[config.mk]
export PLATFORM = sky130hd
export DESIGN_NAME = gf180mcu_fd_sc_mcu9t5v0__aoi221_mbsdff
export DESIGN_NICKNAME = d
export VERILOG_FILES = /design/src/rtl/gf180mcu_fd_sc_mcu9t5v0_pkg.sv /design/src/rtl/gf180mcu_fd_sc_mcu9t5v0__aoi221_mode_bit.sv /design/src/rtl/gf180mcu_fd_sc_mcu9t5v0__aoi221_mbsdff.sv
export SDC_FILE = /design/constraint.sdc
export NUM_CORES = 1
export LEC_CHECK = 0
export CAP_MARGIN = 30
export CORE_AREA = 10 10 47 49
export DETAILED_ROUTE_END_ITERATION = 7
export DIE_AREA = 0 0 57 59
export DONT_BUFFER_PORTS = 1
export PLACE_DENSITY = 0.35
export SLEW_MARGIN = 40
export SYNTH_ARGS = -nofsm -noshare
export SYNTH_HDL_FRONTEND = slang
export SYNTH_SLANG_ARGS = --single-unit
[constraint.sdc]
create_clock -name CLK -period 1 [get_ports CLK]
set_input_delay 0.2 -clock CLK [delete_from_list [all_inputs] [get_ports CLK]]
set_output_delay 0.2 -clock CLK [all_outputs]
set_load 0.01 [all_outputs]
[src/rtl/gf180mcu_fd_sc_mcu9t5v0_pkg.sv]
// Shared constants for the 9-track 5 V multi-bit scan flop cells.
// Gate-mode encodings and legal bank widths live here so the cell wrapper and
// the per-bit gate agree on what a MODE value means.
package gf180mcu_fd_sc_mcu9t5v0_pkg;

  // Complex-gate flavour selected by the MODE parameter.
  localparam int MODE_AOI221 = 0;
  localparam int MODE_OAI221 = 1;

  // Legal number of channels (and flops) in one bank.
  localparam int MBFF_WIDTH_MIN = 1;
  localparam int MBFF_WIDTH_MAX = 16;

  // True when a bank width can be built.
  function automatic bit mbff_width_ok(input int width);
    return (width >= MBFF_WIDTH_MIN) && (width <= MBFF_WIDTH_MAX);
  endfunction

  // True when the mode selects one of the supported gate flavours.
  function automatic bit mbff_mode_ok(input int mode);
    return (mode == MODE_AOI221) || (mode == MODE_OAI221);
  endfunction

endpackage

[src/rtl/gf180mcu_fd_sc_mcu9t5v0__aoi221_mode_bit.sv]
// Single-bit AOI221 / OAI221 gate, purely combinational.
// Built from gate primitives so that a controlling input masks an unknown on
// the others (AOI: C=1 forces 0, OAI: C=0 forces 1), matching the standalone
// combinational cells this bank replaces.
module gf180mcu_fd_sc_mcu9t5v0__aoi221_mode_bit
  import gf180mcu_fd_sc_mcu9t5v0_pkg::*;
#(
  parameter int MODE = MODE_AOI221
) (
  input  logic a1_i,
  input  logic a2_i,
  input  logic b1_i,
  input  logic b2_i,
  input  logic c_i,
  output wire  zn_o
);

  // First-level terms: A-pair and B-pair (AND for AOI, OR for OAI).
  wire pair_a;
  wire pair_b;

  generate
    if (MODE == MODE_OAI221) begin : g_oai
      // ZN = ~((A1|A2) & (B1|B2) & C)
      or   u_or_a (pair_a, a1_i, a2_i);
      or   u_or_b (pair_b, b1_i, b2_i);
      nand u_nand (zn_o, pair_a, pair_b, c_i);
    end else begin : g_aoi
      // ZN = ~((A1&A2) | (B1&B2) | C)
      and  u_and_a (pair_a, a1_i, a2_i);
      and  u_and_b (pair_b, b1_i, b2_i);
      nor  u_nor   (zn_o, pair_a, pair_b, c_i);
    end
  endgenerate

endmodule

[src/rtl/gf180mcu_fd_sc_mcu9t5v0__aoi221_mbsdff.sv]
// Multi-bit registered AOI221/OAI221 bank with an internal scan chain.
// Each channel's complex gate feeds a rising-edge flop. Next-state priority is
// reset > scan shift > functional load > hold. The chain enters at bit 0 and
// leaves at bit WIDTH-1, which is also the scan-out wire.
// All selection is written with conditional operators so that an unknown on
// RST, SE or E merges the candidate values bit by bit instead of silently
// picking one branch.
module gf180mcu_fd_sc_mcu9t5v0__aoi221_mbsdff
  import gf180mcu_fd_sc_mcu9t5v0_pkg::*;
#(
  parameter int WIDTH   = 4,
  parameter int MODE    = MODE_AOI221,
  parameter bit RST_VAL = 1'b0
) (
  input  logic             CLK,
  input  logic             RST,
  input  logic             E,
  input  logic             SE,
  input  logic             SI,
  input  logic [WIDTH-1:0] A1,
  input  logic [WIDTH-1:0] A2,
  input  logic [WIDTH-1:0] B1,
  input  logic [WIDTH-1:0] B2,
  input  logic [WIDTH-1:0] C,
  output logic [WIDTH-1:0] ZN,
  output logic             SO
);

  // Refuse to build an unsupported bank.
  generate
    if (!mbff_width_ok(WIDTH)) begin : g_bad_width
      $error("aoi221_mbsdff: WIDTH must be within 1..16");
    end
    if (!mbff_mode_ok(MODE)) begin : g_bad_mode
      $error("aoi221_mbsdff: MODE must be 0 (AOI221) or 1 (OAI221)");
    end
  endgenerate

  logic [WIDTH-1:0] zn_q;     // flop bank
  logic [WIDTH-1:0] func_d;   // per-channel gate results
  logic [WIDTH-1:0] shift_d;  // chain shifted by one position
  logic [WIDTH-1:0] ld_d;     // next state when not in reset

  // One gate per channel; bit i of every input bus drives channel i.
  genvar gi;
  generate
    for (gi = 0; gi < WIDTH; gi++) begin : g_ch
      gf180mcu_fd_sc_mcu9t5v0__aoi221_mode_bit #(
        .MODE (MODE)
      ) u_bit (
        .a1_i (A1[gi]),
        .a2_i (A2[gi]),
        .b1_i (B1[gi]),
        .b2_i (B2[gi]),
        .c_i  (C[gi]),
        .zn_o (func_d[gi])
      );
    end
  endgenerate

  // Scan path: SI enters bit 0, every bit moves one place toward the MSB.
  // A one-flop bank has no upstream bit, so it just captures SI.
  generate
    if (WIDTH == 1) begin : g_chain_one
      assign shift_d = SI;
    end else begin : g_chain_many
      assign shift_d = {zn_q[WIDTH-2:0], SI};
    end
  endgenerate

  // Non-reset next state: shift wins over load, otherwise hold.
  always_comb begin
    ld_d = SE ? shift_d : (E ? func_d : zn_q);
  end

  // Flop bank with synchronous reset to the configured value.
  always_ff @(posedge CLK) begin
    zn_q <= RST ? {WIDTH{RST_VAL}} : ld_d;
  end

  assign ZN = zn_q;
  assign SO = zn_q[WIDTH-1];

endmodule
Word level (Yosys, flattened, before mapping)
Index checks and enable logic that the tools add are counted.

Reduce and logical (&&, ||, !) cells: 5. Mux-type cells: 2. Bitwise operators: 12.

Operators by type and width (number): OR reduction 3 bit (4); bitwise AND 1 bit (8); 2-to-1 mux 4 bit (2); NOT 1 bit (4); nonzero test 2 bit (1).

Logic and storage cells: 20. Flip-flop bits (word level): 4. Output and inout port bits: 5. Input bits: 25.

Depth between registers and ports, before layout
Gate-level depths: netlist (run 1).

Depth in word-level cells: 5. Depth in mapped cells: 4. Gate-level depth less buffers: 3.

By module
From an unflattened synthesis (run 1), not the netlist that was laid out.

Cells, all modules: 23. Area total of the unflattened synthesis: 251.5 µm².

Modules (own cells, without submodules): gf180mcu_fd_sc_mcu9t5v0__aoi221_mbsdff (times used 1, area an instance 191.4 µm², seq. area each 80.1 µm², cells each 19); gf180mcu_fd_sc_mcu9t5v0__aoi221_mode_bit (times used 4, area an instance 15.0 µm², seq. area each 0.0 µm², cells each 1).

Worst setup path after synthesis (run 1)
No wires, ideal clock.

Path kind: reg2reg. Start: reg ZN[3] (netlist name). End: reg zn_q[3] (netlist: ZN[3]). Slack: 0.212 ns. Arrival: 0.718 ns. Cell stages (with the launch flop): 4. Buffers on the path: 0. Library setup time: 0.070 ns. Period minus slack after synthesis: 0.788 ns. Data required time: 0.930 ns. Path through: dfxtp_1 > nor3b_1 > a21oi_1 > a21oi_1.

RTL lines: to (signal assigned) (RTL line gf180mcu_fd_sc_mcu9t5v0__aoi221_mbsdff.sv:78) `zn_q <= RST ? {WIDTH{RST_VAL}} : ld_d;`; to (decl) (RTL line gf180mcu_fd_sc_mcu9t5v0__aoi221_mbsdff.sv:39) `logic [WIDTH-1:0] zn_q;`.

Final worst setup path (run 1)
Start: reg zn_q[3] (netlist: ZN[3]). End: out SO.

RTL lines: to (decl) (RTL line gf180mcu_fd_sc_mcu9t5v0__aoi221_mbsdff.sv:26) `output logic SO`.

No word-level cell between the ends.

==> metrics.csv, run 1 <==
metric;value;unit
outcome;completed;
area of the multi-input gates;134;um2
Synth Warn #;0;
Max-Slew Margin vs Limit;87.8;%
final hold violation count;0;
top cells by count, synth;a21oi_1 (12), dfxtp_1 (4), nand2_1 (4), nand3_1 (4), nor3b_1 (4);
fillers;170;
Worst EP arrival;0.68;ns
antenna violation net count after detailed routing;0;
share of the synthesized area in the top cell type;34.4;%
Die H;59;um
drt via density;4.65;
Syn Std Cell Area;233;um2
Hold-fix buffers, CTS;0;
Worst setup startpoint;ZN[3];
Core Area;1400;um2
Syn Area/Cell;7.51;um2
worst path required time;0.80;ns
pre-CTS setup slack;0.239;ns
post-synthesis sequential area ratio;34.4;%
TritonCTS clock tree;built;
ANT cells;0;
Ports;30;
Fin Hold WS;0.0333;ns
critical path fanouts, max;2;
GRT Resource Usage Total;5.26;%
Int Power;0.000327;W
P_sw;0.0000897;W
Reg2Reg Launch Point;ZN[0];
Clk network pwr share;47.6;%
slowest CP cell;dfxtp_1;
initial drt markers;2;
Combinational Power Share;11.3;%
Setup-failing EPs final;0;
H-tree levels;1;
clk_skew;0.000235;ns
IO Port Bufs;0;
Leak;0.102;nW
Largest register FFs;4;
Setup WS post-layout;0.121;ns
type of the worst min-delay path;in2reg;
fin area;287;um2
worst r2r path cells;3;
root buffer cell;clkbuf_4;
drt pass-1 iters;3;
final wirelength;827;um
gpl congestion;0.633;
number of synthesized flops with an enable pin;0;
cts bufs inserted;3;
Max stage delay on crit path;0.31;ns
CP delay by family, top;flip-flops;
CP bufs+invs;1;
routed via count;242;
clk sink count;4;
sequential power share;41.0;%
share of layout cells above drive strength 1;22.2;%
Total Power;0.000417;W
Synth async-reset ratio;0;%
crit end category;primary output;
Initial Util;16.6;%
Worst Max-Slew Pin Slew;0.182;ns
Netlist cell types;8;
maxcap violations;0;
Clock Path Buffers;2;
Final nets;63;
cell count along the critical path;1;
initial antenna violation count;0;
vias in the first global route;311;
CP Launch Type;register;
max-slew violation count;0;
RSZ-0062 raised after global routing;no;
Die ar.;3360;um2
register area;80.1;um2
Avg WL per Cell;15.9;um
Peak supply drop;253;uV
Mapped Cells;31;
GR Overflow Total;0;
Hold Crit Depth;1;
die width;57;um
first-pass GRT wire length;1260;um
post-synthesis net count;56;
Pwr per Cell Area;1460;nW/um2
Final Cycle Share;87.9;%
DR DRC count;0;
post-CTS sizing;0;
Layout Area Growth over Synthesis;23.1;%
placed inst area;264;um2
Synth area leader;dfxtp_1;
fin crit period;0.879;ns
detailed placer's ending HPWL;747;um
Rows;14;
f_max;1140;MHz
main flop type after synthesis;dfxtp_1;
most frequent cell after synthesis;a21oi_1;
Net Sw Frac;21.5;%
TNS Setup;0;ns
crit-path cells;buf_4;
CP Class;reg2out;
Seq cells post-synth;4;
ranking of synthesized cells by area;dfxtp_1 (34%), a21oi_1 (26%), nor3b_1 (13%), nand3_1 (8.6%), nand2_1 (6.5%);
min-delay src;RST;
pin count of the biggest net entering global routing;10;
Clk Latency, worst-skew pair;0.23;ns
# Post-CTS Setup Buffers;0;
clock-pin slew on the worst setup and hold paths;0.04;ns
final cells by class:
class / count / area share (%)
multi-input combinational: 25 / 46.7
sequential: 4 / 27.9
timing repair buffer: 4 / 10.5
clock buffer: 3 / 7.86
tap: 16 / 6.99
power by group through the flow:
| stage | Sequential [W] | Combinational [W] | Clock, W |
|---|---|---|---|
| floorplan | 0.000179 | 0.0000356 | 0 |
| global placement | 0.000173 | 0.0000477 | 0 |
| detailed placement | 0.000174 | 0.0000485 | 0 |
| global route | 0.000172 | 0.0000541 | 0.000224 |
| CTS | 0.000171 | 0.0000486 | 0.000207 |
| finish | 0.000171 | 0.0000473 | 0.000199 |
placed cells by master (no fill, tap or decap):
cell	n
nor3b_1	4
clkbuf_4	3
dfxtp_1	4
nand2_1	4
a21oi_1	12
nand3_1	4
buf_4	4
nor2b_2	1
per-stage QoR:
step / std cells / utilization, %
2_1_floorplan: 31 / -
3_3_place_gp: 49 / 18.8
3_5_place_dp: 49 / 18.8
4_1_cts: 52 / 20.4
5_1_grt: 52 / 20.4
6_report: 52 / 20.4
cells by family after synthesis:
logic type	Yosys count	synth area share, %
buf+inv	2	8.07
simple gates	13	31.7
compound gates	12	25.8
flops	4	34.4
routing by layer:
metal	global-route usage, %	up-vias	share of wire (%)
li1	-	122	-
met3	2.36	2	6.2
met2	7.44	19	48
met1	4.95	99	43
met5	0	-	0
met4	7.05	0	2.9
final timing paths:
check	end	slack, ns
worst min register to register	ZN[3]	0.64
worst max-delay path	SO	0.12
worst max register to register	ZN[1]	0.24
worst min-delay path	ZN[3]	0.03
(Power assumes the default switching activity.)
==> run 2, diff against run 1 <==
CORE_AREA = 2 2 39 41   (was 10 10 47 49)
DIE_AREA = 0 0 41 43   (was 0 0 57 59)
SLEW_MARGIN = unset   (was 40)
==> metrics.csv, run 2 (same netlist as run 1, synthesis figures left out) <==
metric;value;unit;change
Clock Path Buffers;2;;unchanged
Layout Area Growth over Synthesis;16.7;%;
share of layout cells above drive strength 1;17.6;%;-4.6 points
RSZ-0062 raised after global routing;no;;
TNS Setup;0;ns;unchanged
CP delay by family, top;flip-flops;;
CP bufs+invs;1;;unchanged
Final nets;61;;-3.2%
Die ar.;1760;um2;-48%
# Post-CTS Setup Buffers;0;;unchanged
Worst EP arrival;0.68;ns;about the same
initial antenna violation count;0;;unchanged
Clk Latency, worst-skew pair;0.23;ns;about the same
Initial Util;16.8;%;+0.21 points
Total Power;0.000406;W;-2.7%
Post-Layout Cell Count;50;;-3.8%
Core Area;1380;um2;-1.2%
Peak supply drop;297;uV;+17%
drt pass-1 iters;4;;+1
Die H;43;um;-27%
max-slew violation count;0;;unchanged
Leak;0.0915;nW;-10%
Fin Hold WS;0.0356;ns;+0.00237 ns
clk sink count;4;;unchanged
Max-Slew Margin vs Limit;88.1;%;+0.30 points
commonest cells after routing, fill and taps aside;a21oi_1 (12), dfxtp_1 (4), nand2_1 (4), nand3_1 (4), nor3b_1 (4);;
GRT Resource Usage Total;7.62;%;+2.4 points
crit-path cells;buf_4;;
Pwr per Cell Area;1490;nW/um2;+2.6%
maxcap violations;0;;unchanged
ANT cells;0;;unchanged
gpl congestion;0.609;;-3.8%
crit end category;primary output;;
GR Overflow Total;0;;unchanged
fin area;272;um2;-5.2%
final hold violation count;0;;unchanged
Setup-failing EPs final;0;;unchanged
Max stage delay on crit path;0.32;ns;about the same
commonest non-fill, non-tap cell in the layout;a21oi_1;;
Rows;14;;unchanged
placed inst area;249;um2;-5.7%
drt via density;4.78;;+2.7%
outcome;completed;;
H-tree levels;1;;unchanged
CP Launch Type;register;;
clock-pin slew on the worst setup and hold paths;0.03;ns;about the same
final wirelength;606;um;-27%
first-pass GRT wire length;869;um;-31%
fillers;163;;-4.1%
Largest register FFs;4;;unchanged
critical path fanouts, max;2;;unchanged
clk_skew;0.000746;ns;+0.000511 ns
pin count of the biggest net entering global routing;10;;unchanged
DR DRC count;0;;unchanged
cts bufs inserted;3;;unchanged
antenna violation net count after detailed routing;0;;unchanged
Worst Max-Slew Pin Slew;0.178;ns;-0.00412 ns
fin crit period;0.884;ns;+0.00479 ns
Hold-fix buffers, CTS;0;;unchanged
initial drt markers;2;;unchanged
slowest CP cell;dfxtp_1;;
post-CTS sizing;0;;unchanged
die width;41;um;-28%
Final Cycle Share;88.4;%;+0.48 points
Avg WL per Cell;12.1;um;-24%
Ports;30;;unchanged
vias in the first global route;236;;-24%
type of the worst min-delay path;in2reg;;
routed via count;239;;-1.2%
worst path required time;0.80;ns;about the same
IO Port Bufs;0;;unchanged
Inst Count DP;47;;-4.1%
root buffer cell;clkbuf_4;;
TritonCTS clock tree;built;;
f_max;1130;MHz;-0.54%
CP Class;reg2out;;
-- run 2: cell types whose count changed in the layout (fill, tap and decap cells not counted), sizes merged --
cell,delta
buf,-2
-- run 2: final cells by class --
cell class / count / area (um2) / area share, %
clock buffers: 3 / 22.5 / 8.29
flip-flops and latches: 4 / 80.1 / 29.5
repair buffers: 2 / 15.0 / 5.53
multi-input cells: 25 / 134 / 49.3
well taps: 16 / 20.0 / 7.37
-- run 2: power breakdown --
group          total [W]  switching [W]  internal [W]
logic          0.0000380      0.0000179     0.0000201
clock network   0.000193      0.0000589      0.000134
registers       0.000175     0.00000657      0.000168
total           0.000406      0.0000834      0.000322
-- run 2: path summary, 6_finish.rpt --
kind,from,endpoint,slack (ns),cells after the start
worst min-delay path,RST,ZN[2],0.04,1
worst max-delay path,ZN[3],ZN[3],0.12,1
worst max register to register,ZN[0],ZN[0],0.12,3
worst min register to register,ZN[2],ZN[3],0.58,2
-- run 2: stage by stage --
stage | utilization, % | setup WS [ns]
after floorplan | - | 0.212
after global placement | 18.0 | 0.166
after detailed placement | 18.0 | 0.133
after CTS | 19.6 | 0.107
after global routing | 19.6 | 0.0590
final | 19.6 | 0.116
-- run 2: layer usage --
| layer | up-vias | global-route usage (%) | part of all wire [%] |
|---|---|---|---|
| met5 | - | 0 | 0 |
| li1 | 117 | - | - |
| met4 | 0 | 6.00 | 0 |
| met2 | 22 | 11.6 | 48 |
| met3 | 0 | 2.09 | 17 |
| met1 | 100 | 8.33 | 35 |
==> run 3, diff against run 2 <==
SKIP_LAST_GASP = 1   (was unset)
==> results of run 3 <==
No change in the layout: final DEF, timing and power equal those of run 2.
